$ cat src/rtl/pipe_stage_skid.sv
// Two-entry FIFO pipeline stage (head + skid) between EX and MEM, with flush and scratch return.
// Latency 1 cycle; in_ready is registered and drops only when the skid entry is occupied.
module pipe_stage_skid #(
  parameter int DATA_W = 160,
  parameter int SCR_W  = 66
) (
  input  logic              clk,
  input  logic              rst,
  input  logic              flush,
  input  logic              in_valid,
  output logic              in_ready,
  input  logic [DATA_W-1:0] in_data,
  input  logic [SCR_W-1:0]  in_scr,
  output logic              out_valid,
  input  logic              out_ready,
  output logic [DATA_W-1:0] out_data,
  output logic [SCR_W-1:0]  scr_o,
  output logic [1:0]        occ
);

  typedef enum logic [1:0] {
    EMPTY = 2'd0,
    ONE   = 2'd1,
    FULL  = 2'd2
  } state_t;

  state_t              state_q, state_d;
  logic [DATA_W-1:0]   head_q, head_d;
  logic [DATA_W-1:0]   skid_q, skid_d;
  logic [SCR_W-1:0]    scr_q, scr_d;
  logic                rdy_q;
  logic                push;
  logic                pop;

  assign out_valid = (state_q != EMPTY);
  assign in_ready  = rdy_q;
  assign push      = in_valid & rdy_q;
  assign pop       = out_valid & out_ready;
  assign out_data  = head_q;
  assign scr_o     = scr_q;

  always_comb begin
    occ = 2'd0;
    case (state_q)
      ONE:     occ = 2'd1;
      FULL:    occ = 2'd2;
      default: occ = 2'd0;
    endcase
  end

  always_ff @(posedge clk or negedge rst) begin
    if (!rst) begin
      state_q <= EMPTY;
      head_q  <= '0;
      skid_q  <= '0;
      scr_q   <= '0;
      rdy_q   <= 1'b0;
    end else begin
      state_q <= state_d;
      head_q  <= head_d;
      skid_q  <= skid_d;
      scr_q   <= scr_d;
      // Registered from next state so out_ready never reaches in_ready combinationally.
      rdy_q   <= (state_d != FULL);
    end
  end

  always_comb begin
    state_d = state_q;
    head_d  = head_q;
    skid_d  = skid_q;
    scr_d   = (flush || push) ? '0 : in_scr;

    if (flush) begin
      state_d = EMPTY;
      head_d  = '0;
      skid_d  = '0;
    end else begin
      case (state_q)
        EMPTY: begin
          if (push) begin
            head_d  = in_data;
            state_d = ONE;
          end
        end
        ONE: begin
          if (push && pop) begin
            head_d = in_data;
          end else if (push) begin
            skid_d  = in_data;
            state_d = FULL;
          end else if (pop) begin
            head_d  = '0;
            state_d = EMPTY;
          end
        end
        FULL: begin
          if (pop) begin
            head_d  = skid_q;
            skid_d  = '0;
            state_d = ONE;
          end
        end
        default: begin
          state_d = EMPTY;
          head_d  = '0;
          skid_d  = '0;
        end
      endcase
    end
  end

endmodule

$ cat config.mk
export PLATFORM = sky130hd
export DESIGN_NAME = pipe_stage_skid
export DESIGN_NICKNAME = d
export VERILOG_FILES = /design/src/rtl/pipe_stage_skid.sv
export SDC_FILE = /design/constraint.sdc
export NUM_CORES = 1
export LEC_CHECK = 0
export ABC_AREA = 1
export CAP_MARGIN = 0
export CORE_MARGIN = 2
export CORE_UTILIZATION = 45
export CTS_CLUSTER_SIZE = 16
export DETAILED_ROUTE_END_ITERATION = 10
export GPL_ROUTABILITY_DRIVEN = 0
export PLACE_DENSITY = 0.73
export SLEW_MARGIN = 20
export SYNTH_ARGS = -nofsm -noshare
export SYNTH_HDL_FRONTEND = slang
export SYNTH_SLANG_ARGS = --single-unit
export TNS_END_PERCENT = 1
$ cat constraint.sdc
create_clock -name clk -period 3.87 [get_ports clk]
set_input_delay 0.5805 -clock clk [delete_from_list [all_inputs] [get_ports clk]]
set_output_delay 0.5805 -clock clk [all_outputs]
set_load 0.03 [all_outputs]
Word-level counts from Yosys, hierarchy flattened
Index checks and enable logic that the tools add are counted.

word-level totals
  output and inout bits = 230
  input port bits = 231
  bits in registers = 389
  logic and storage cells = 42

cells by class
  equality and inequality tests = 10
  bitwise operators = 2
  reductions and logical operators = 6
  multiplexer cells = 19

operator list
  cell                  number
  $mux W160             8
  $pmux W160 S3         2
  $mux W66              1
  $mux W2               6
  $ne A3 B3 Y1 const B  4
  $ne A4 B4 Y1 const B  2
  $reduce_and A4 Y1     2
  $pmux W2 S3           1
  $ne A2 B2 Y1 const B  2
  $pmux W2 S2           1
  $and A1 B1 Y1         2
  $eq A2 B1 Y1 const B  1
  $eq A2 B2 Y1 const B  1
  $logic_not A2 Y1      1
  $reduce_bool A2 Y1    1
  $logic_and A1 B1 Y1   1
  $logic_or A1 B1 Y1    1

Depth between registers and ports, before layout
Gate-level depths: netlist of the first run.

  word-level depth = 8
  mapped depth = 11
  mapped depth without buffers = 8

Worst setup path before layout of the first run
Ideal clock, no wire load.

  kind = register -> output
  from = reg state_q[0]
  to = out occ[1]
  data required time = 3289 ps
  arrival time = 1186 ps
  buffers on the path = 3
  cell stages (with the launch flop) = 5
  path slack = 2103 ps
  cell sequence = dfrtp_1 buf_2 nor2_2 buf_2 buf_2

between the ends
  cells in the longest elaborated chain, start to end = 2
  elaborated cells between the ends (all ways) = 3
  those cells by class = eq/ne: 2; mux: 1

RTL lines
  item                                          RTL line  source
  start, declared                               27        state_t state_q, state_d;
  start signal, assigned                        59        state_q <= state_d;
  $eq A2 B2 Y1 or $eq A2 B1 Y1 (tied branches)  44        case (state_q)
  $pmux W2 S2 *                                 44
  end, declared                                 18        output logic [1:0] occ

Mark *: on every way between the ends. The rest lies on a longest branch, timed or not.

Worst setup path after layout of the first run
  from = reg state_q[0]
  to = out occ[0]

The elaborated chain is that of the path after synthesis.

==> results of run 1 <==
==> flip-flops by register name, indices dropped and copies added (netlist names) <==
register  flops
out_data    160
skid_q      160
scr_o        66
state_q       2
in_ready      1
==> cell type report <==
class	instances	area, sq um
diodes	7	17.5
clock inverters	13	120
inverters	344	1310
repair buffers	492	5000
clock buffers	62	1260
well taps	592	741
fillers	4052	17800
multi-input cells	1904	8190
flip-flops and latches	389	9730
==> cell families (layout without fill, tap and decap cells) <==
logic type	after synthesis	after routing	synth area share [%]
buffers and inverters	558	911	11.0
flip-flops	389	389	48.5
AND/OR/NAND/NOR	1793	1793	37.6
AO/OA/AOI/OAI	110	110	2.74
other	0	7	0
XOR/XNOR	1	1	0.0437
==> placed cells by master (no fill, tap or decap), types with 45 or more instances in the layout <==
| master | n |
|---|---|
| dfrtp_1 | 389 |
| nand4_1 | 110 |
| nor3_1 | 160 |
| clkdlybuf4s50_1 | 458 |
| o21ai_0 | 91 |
| nand3_1 | 267 |
| clkbuf_16 | 45 |
| nand2_1 | 1125 |
| nor2_1 | 121 |
| inv_1 | 340 |
==> worst max-delay path, stage by stage, from the launching register on <==
cell and delay [ps]:
dfrtp_1 560, inv_1 200, nor2_4 600, clkdlybuf4s50_1 800
==> synth_stat cells <==
cell type  count
a21oi_1        1
buf_1         17
buf_2         84
buf_4          4
clkbuf_1     109
dfrtp_1      389
inv_1        340
inv_2          4
nand2_1     1129
nand2_2        2
nand3_1      267
nand4_1      110
nor2_1       122
nor2_2         3
nor3_1       160
o21ai_0       91
o21ai_1       18
xor2_1         1
==> layer usage <==
layer	vias up	global-route usage, %	part of all wire [%]
met5	-	0	0.046
met4	4	10.2	3.3
met3	134	8.17	9.4
met2	903	45.5	47
met1	9659	35.6	40
li1	9483	-	-
==> worst paths after layout <==
path,depth (start not counted),from,endpoint,slack (ps)
max,3,state_q[0],occ[0],540
max in group asynchronous,2,rst,skid_q[24],2750
min reg2reg,2,skid_q[157],skid_q[157],470
min,1,rst,out_data[119],5
max reg2reg,9,state_q[0],skid_q[51],1020
min in group clk,2,skid_q[157],skid_q[157],470
==> report_power, final <==
group / leakage (uW) / internal (uW) / switching (uW)
clock: 0.000680 / 2390 / 1710
sequential: 0.00524 / 4370 / 183
combinational: 0.00786 / 885 / 1630
total: 0.0138 / 7640 / 3530
==> stage by stage <==
| step | cell area [sq um] | cells | setup slack, ps |
|---|---|---|---|
| finish | 26400 | 3803 | 541 |
| global route | 26400 | 3800 | 437 |
| CTS | 26300 | 3796 | 561 |
| detailed placement | 25000 | 3721 | 826 |
| global placement | 25000 | 3721 | 881 |
| floorplan | 20100 | 2851 | 2100 |
==> qor.csv, run 1 <==
metric,value,unit
status,completed,
CP required,3290,ps
global-route wire length before repair,105,mm
Max VDD drop,352,uV
Worst Max-Slew Pin Slew,1070,ps
die height,215,um
clock sink count,389,
Worst-path clk slew,60,ps
min Tclk post-route,3330,ps
Cells after Synth,2851,
Resize count post-CTS,0,
area grow syn2layout,31.4,%
share of Yosys cell area claimed by the top area cell type,48.5,%
Tcrit/Tclk final,86.0,%
DRC,0,
Yosys cell types,18,
CP Capture Type,primary output,
Final setup viols,0,
clock root cell,clkbuf_16,
Arrival @ worst endpoint,2750,ps
leakage power,0.0138,uW
Synth Warn #,0,
Total GRT Usage,28.0,%
initial core utilization,45.5,%
via count,20200,
chip width,215,um
largest net degree at the start of global routing,162,
1st-pass router iterations,8,
vias in the first global route,19700,
CTS Hold Bufs,0,
Hold Path Class,input port to asynchronous set/reset pin,
Syn Area/Cell,7.04,sq um
f_max,300,MHz
vias per cell,5.31,
die footprint,0.0463,sq mm
drt initial violations,1606,
Max-slew headroom,28.7,%
Final HPWL DP,41.3,mm
H-tree levels,2,
CTS tree,yes,
port bufs,460,
skew final,19.4,ps
Layout Nets,3406,
Min Hold Slack,5.34,ps
io pins,461,
grt ovf,0,
cell area after synthesis,0.0201,sq mm
MaxCap Viol Count,0,
sequential fraction of the synthesis area,48.5,%
Core Area,0.0441,sq mm
share of cells above drive strength 1,3.53,%
CP startpoint kind,register,
drt total wl,65.8,mm
Crit Path Category,register to primary output,
post-CTS setup buffer count,0,
final core occ,59.8,%
net count after synthesis,3082,
clock latency on the worst-skew pair,580,ps
final hold violation count,0,
"area leader, netlist",dfrtp_1,
largest cells by area after synthesis,"dfrtp_1 (49%), nand2_1 (21%), nand3_1 (6.7%), inv_1 (6.4%), nor3_1 (4.0%)",
Clock Tree Buf Depth,3,
Setup TNS,0,ps
cts bufs inserted,44,
num rows,77,
post-route ant nets,0,
flop and latch count out of synthesis,389,
RSZ-0062 raised after global routing,no,
Max Slew Vio Count,0,
pwr/cell area,424,mW/mm^2
CP max FO,22,
antenna violations before repair,7,
Power Total,11200,uW
Routed WL per cell,17.3,um
(Power assumes the default switching activity.)
==> run 2, diff against run 1 <==
- CTS_BUF_LIST: unset -> sky130_fd_sc_hd__clkbuf_16
==> run 2 against run 1 <==
Against the previous run:
- clock skew down 3.0 ps
- die area unchanged
- critical path depth unchanged
- count of clock-buffer cells in the layout down 17
- first-iteration DRC count down 1.0%
- final cell count about the same
- sequential share of layout area up 0.095 points
- via count up 0.39%
- combinational power about the same
- critical path type unchanged
- critical endpoint unchanged
==> qor.csv, run 2 (synthesized netlist as in run 1, its figures left out) <==
metric,value,unit,change
status,completed,,unchanged
leakage power,0.0138,uW,about the same
"most common cell after layout, fill and taps aside",nand2_1,,unchanged
f_max,301,MHz,was 300 MHz
CTS Hold Bufs,0,,unchanged
FF-to-FF setup slack,1050,ps,was 1020 ps
Clock Tree Buf Depth,3,,unchanged
Hold Path Class,input port to asynchronous set/reset pin,,unchanged
P_sw,3520,uW,was 3530 uW
CP Capture Type,primary output,,unchanged
antenna violations before repair,7,,unchanged
cells along the critical path,inv_1 -> nor2_4 -> clkdlybuf4s50_1,,unchanged
area grow syn2layout,31.1,%,was 31.4%
Max-slew headroom,27.8,%,was 28.7%
clock root cell,clkbuf_16,,unchanged
post-route ant nets,0,,unchanged
die footprint,0.0463,sq mm,unchanged
Reg power frac,41.4,%,was 40.8%
Clk network pwr share,35.7,%,was 36.7%
global-route wire length before repair,105,mm,about the same
CP startpoint kind,register,,unchanged
final hold violation count,0,,unchanged
post-CTS setup buffer count,0,,unchanged
MaxCap Viol Count,0,,unchanged
CP max FO,22,,unchanged
worst path bufs/invs,2,,unchanged
Crit Path Category,register to primary output,,unchanged
RSZ-0062 raised after global routing,no,,unchanged
Layout Nets,3406,,unchanged
"Largest delay share family, worst path",buffers and inverters,,unchanged
Final Cell Area,0.0263,sq mm,was 0.0264 sq mm
final cell count without fillers,3804,,"was 3,803"
"commonest non-fill, non-tap cells in the layout","nand2_1 (1,125), clkdlybuf4s50_1 (458), dfrtp_1 (389)",,unchanged
via count,20300,,"was 20,200"
origin of the critical flop-to-flop path,state_q[0],,unchanged
1st-pass router iterations,6,,was 8
Max Slew Vio Count,0,,unchanged
die height,215,um,unchanged
min Tclk post-route,3320,ps,was 3330 ps
clock latency on the worst-skew pair,570,ps,was 580 ps
Final HPWL DP,41.3,mm,unchanged
pre-CTS WS,826,ps,unchanged
final setup margin,550,ps,was 541 ps
DRC,0,,unchanged
Worst-path clk slew,60,ps,about the same
Resize count post-CTS,0,,unchanged
vias per cell,5.33,,was 5.31
Post-Place Cells,3721,,unchanged
share of cells above drive strength 1,3.31,%,was 3.53%
initial core utilization,45.5,%,unchanged
Setup TNS,0,ps,unchanged
Worst Max-Slew Pin Slew,1080,ps,was 1070 ps
Max VDD drop,351,uV,was 352 uV
CTS tree,yes,,unchanged
"slowest stage delay, CP",800,ps,about the same
Routed WL per cell,17.3,um,about the same
Final setup viols,0,,unchanged
largest net degree at the start of global routing,162,,unchanged
CP required,3290,ps,about the same
sw frac,32.0,%,was 31.6%
Internal Power,7480,uW,was 7640 uW
Post-Place Cell Area,0.0250,sq mm,unchanged
chip width,215,um,unchanged
vias in the first global route,19600,,"was 19,700"
Total GRT Usage,28.0,%,about the same
clock sink count,389,,unchanged
CP max stage cell,clkdlybuf4s50_1,,unchanged
io pins,461,,unchanged
drt total wl,65.7,mm,was 65.8 mm
Crit Reg-Reg Endpoint,skid_q[58],,was skid_q[51]
Gate power share,22.9,%,was 22.6%
Worst R2R Path Depth,9,,unchanged
pwr/cell area,418,mW/mm^2,was 424 mW/mm^2
drt initial violations,1590,,"was 1,606"
cts bufs inserted,44,,unchanged
Min Hold Slack,1.45,ps,was 5.34 ps
num rows,77,,unchanged
Core Area,0.0441,sq mm,unchanged
Tcrit/Tclk final,85.8,%,was 86.0%
Arrival @ worst endpoint,2740,ps,was 2750 ps
skew final,16.4,ps,was 19.4 ps
grt ovf,0,,unchanged
H-tree levels,2,,unchanged
port bufs,460,,unchanged
## run 2: changes by cell type in the layout (fill, tap and decap cells not counted), sizes merged
cell    change
clkbuf     -17
inv        +10
clkinv      +7
diode       +1
## run 2: how the worst max path moves through the flow
| stage | endpoint | cells past startpoint | slack, ps | from |
|---|---|---|---|---|
| finish | occ[0] | 3 | 550 | state_q[0] |
| global route | occ[0] | 3 | 440 | state_q[0] |
| CTS | occ[0] | 3 | 560 | state_q[0] |
| detailed placement | skid_q[105] | 10 | 830 | in_valid |
| global placement | skid_q[48] | 10 | 880 | in_valid |
| floorplan | occ[1] | 4 | 2100 | state_q[0] |
## run 2: power groups by stage
stage	clock (uW)	sequential (uW)	combinational, uW
6_report	3920	4550	2520
5_1_grt	4160	4580	2730
4_1_cts	4010	4550	2530
3_5_place_dp	0	4620	2520
3_3_place_gp	0	4610	2490
2_1_floorplan	0	4990	980
## run 2: routing by layer
layer | wire [um] | global-route usage, % | up-vias
li1 | - | - | 9491
met1 | 26300 | 35.6 | 9725
met2 | 30800 | 45.4 | 902
met3 | 6440 | 8.21 | 140
met4 | 2120 | 10.3 | 4
met5 | 30 | 0 | -
## run 2: area by class of cell
| type | instances | area [sq um] |
|---|---|---|
| Antenna cell | 8 | 20.0 |
| Clock buffer | 45 | 1130 |
| Clock inverter | 30 | 184 |
| Fill cell | 4059 | 17800 |
| Sequential cell | 389 | 9730 |
| Multi-Input combinational cell | 1904 | 8190 |
| Timing Repair Buffer | 492 | 5000 |
| Tap cell | 592 | 741 |
| Inverter | 344 | 1310 |
## run 2: metrics by stage
step	util, %	power, uW
6_report	59.6	11000
5_1_grt	59.6	11500
4_1_cts	59.6	11100
3_5_place_dp	56.6	7140
3_3_place_gp	56.6	7100
2_1_floorplan	-	5970
## run 2: worst reg2reg max path: stages (launching register included)
cell     delay (ps)
dfrtp_1         550
inv_1           200
nor2_4          600
nand3_1         150
nand2_1         190
inv_6            60
nand2_8         430
buf_12          350
nand2_1         130
nand2_1          70
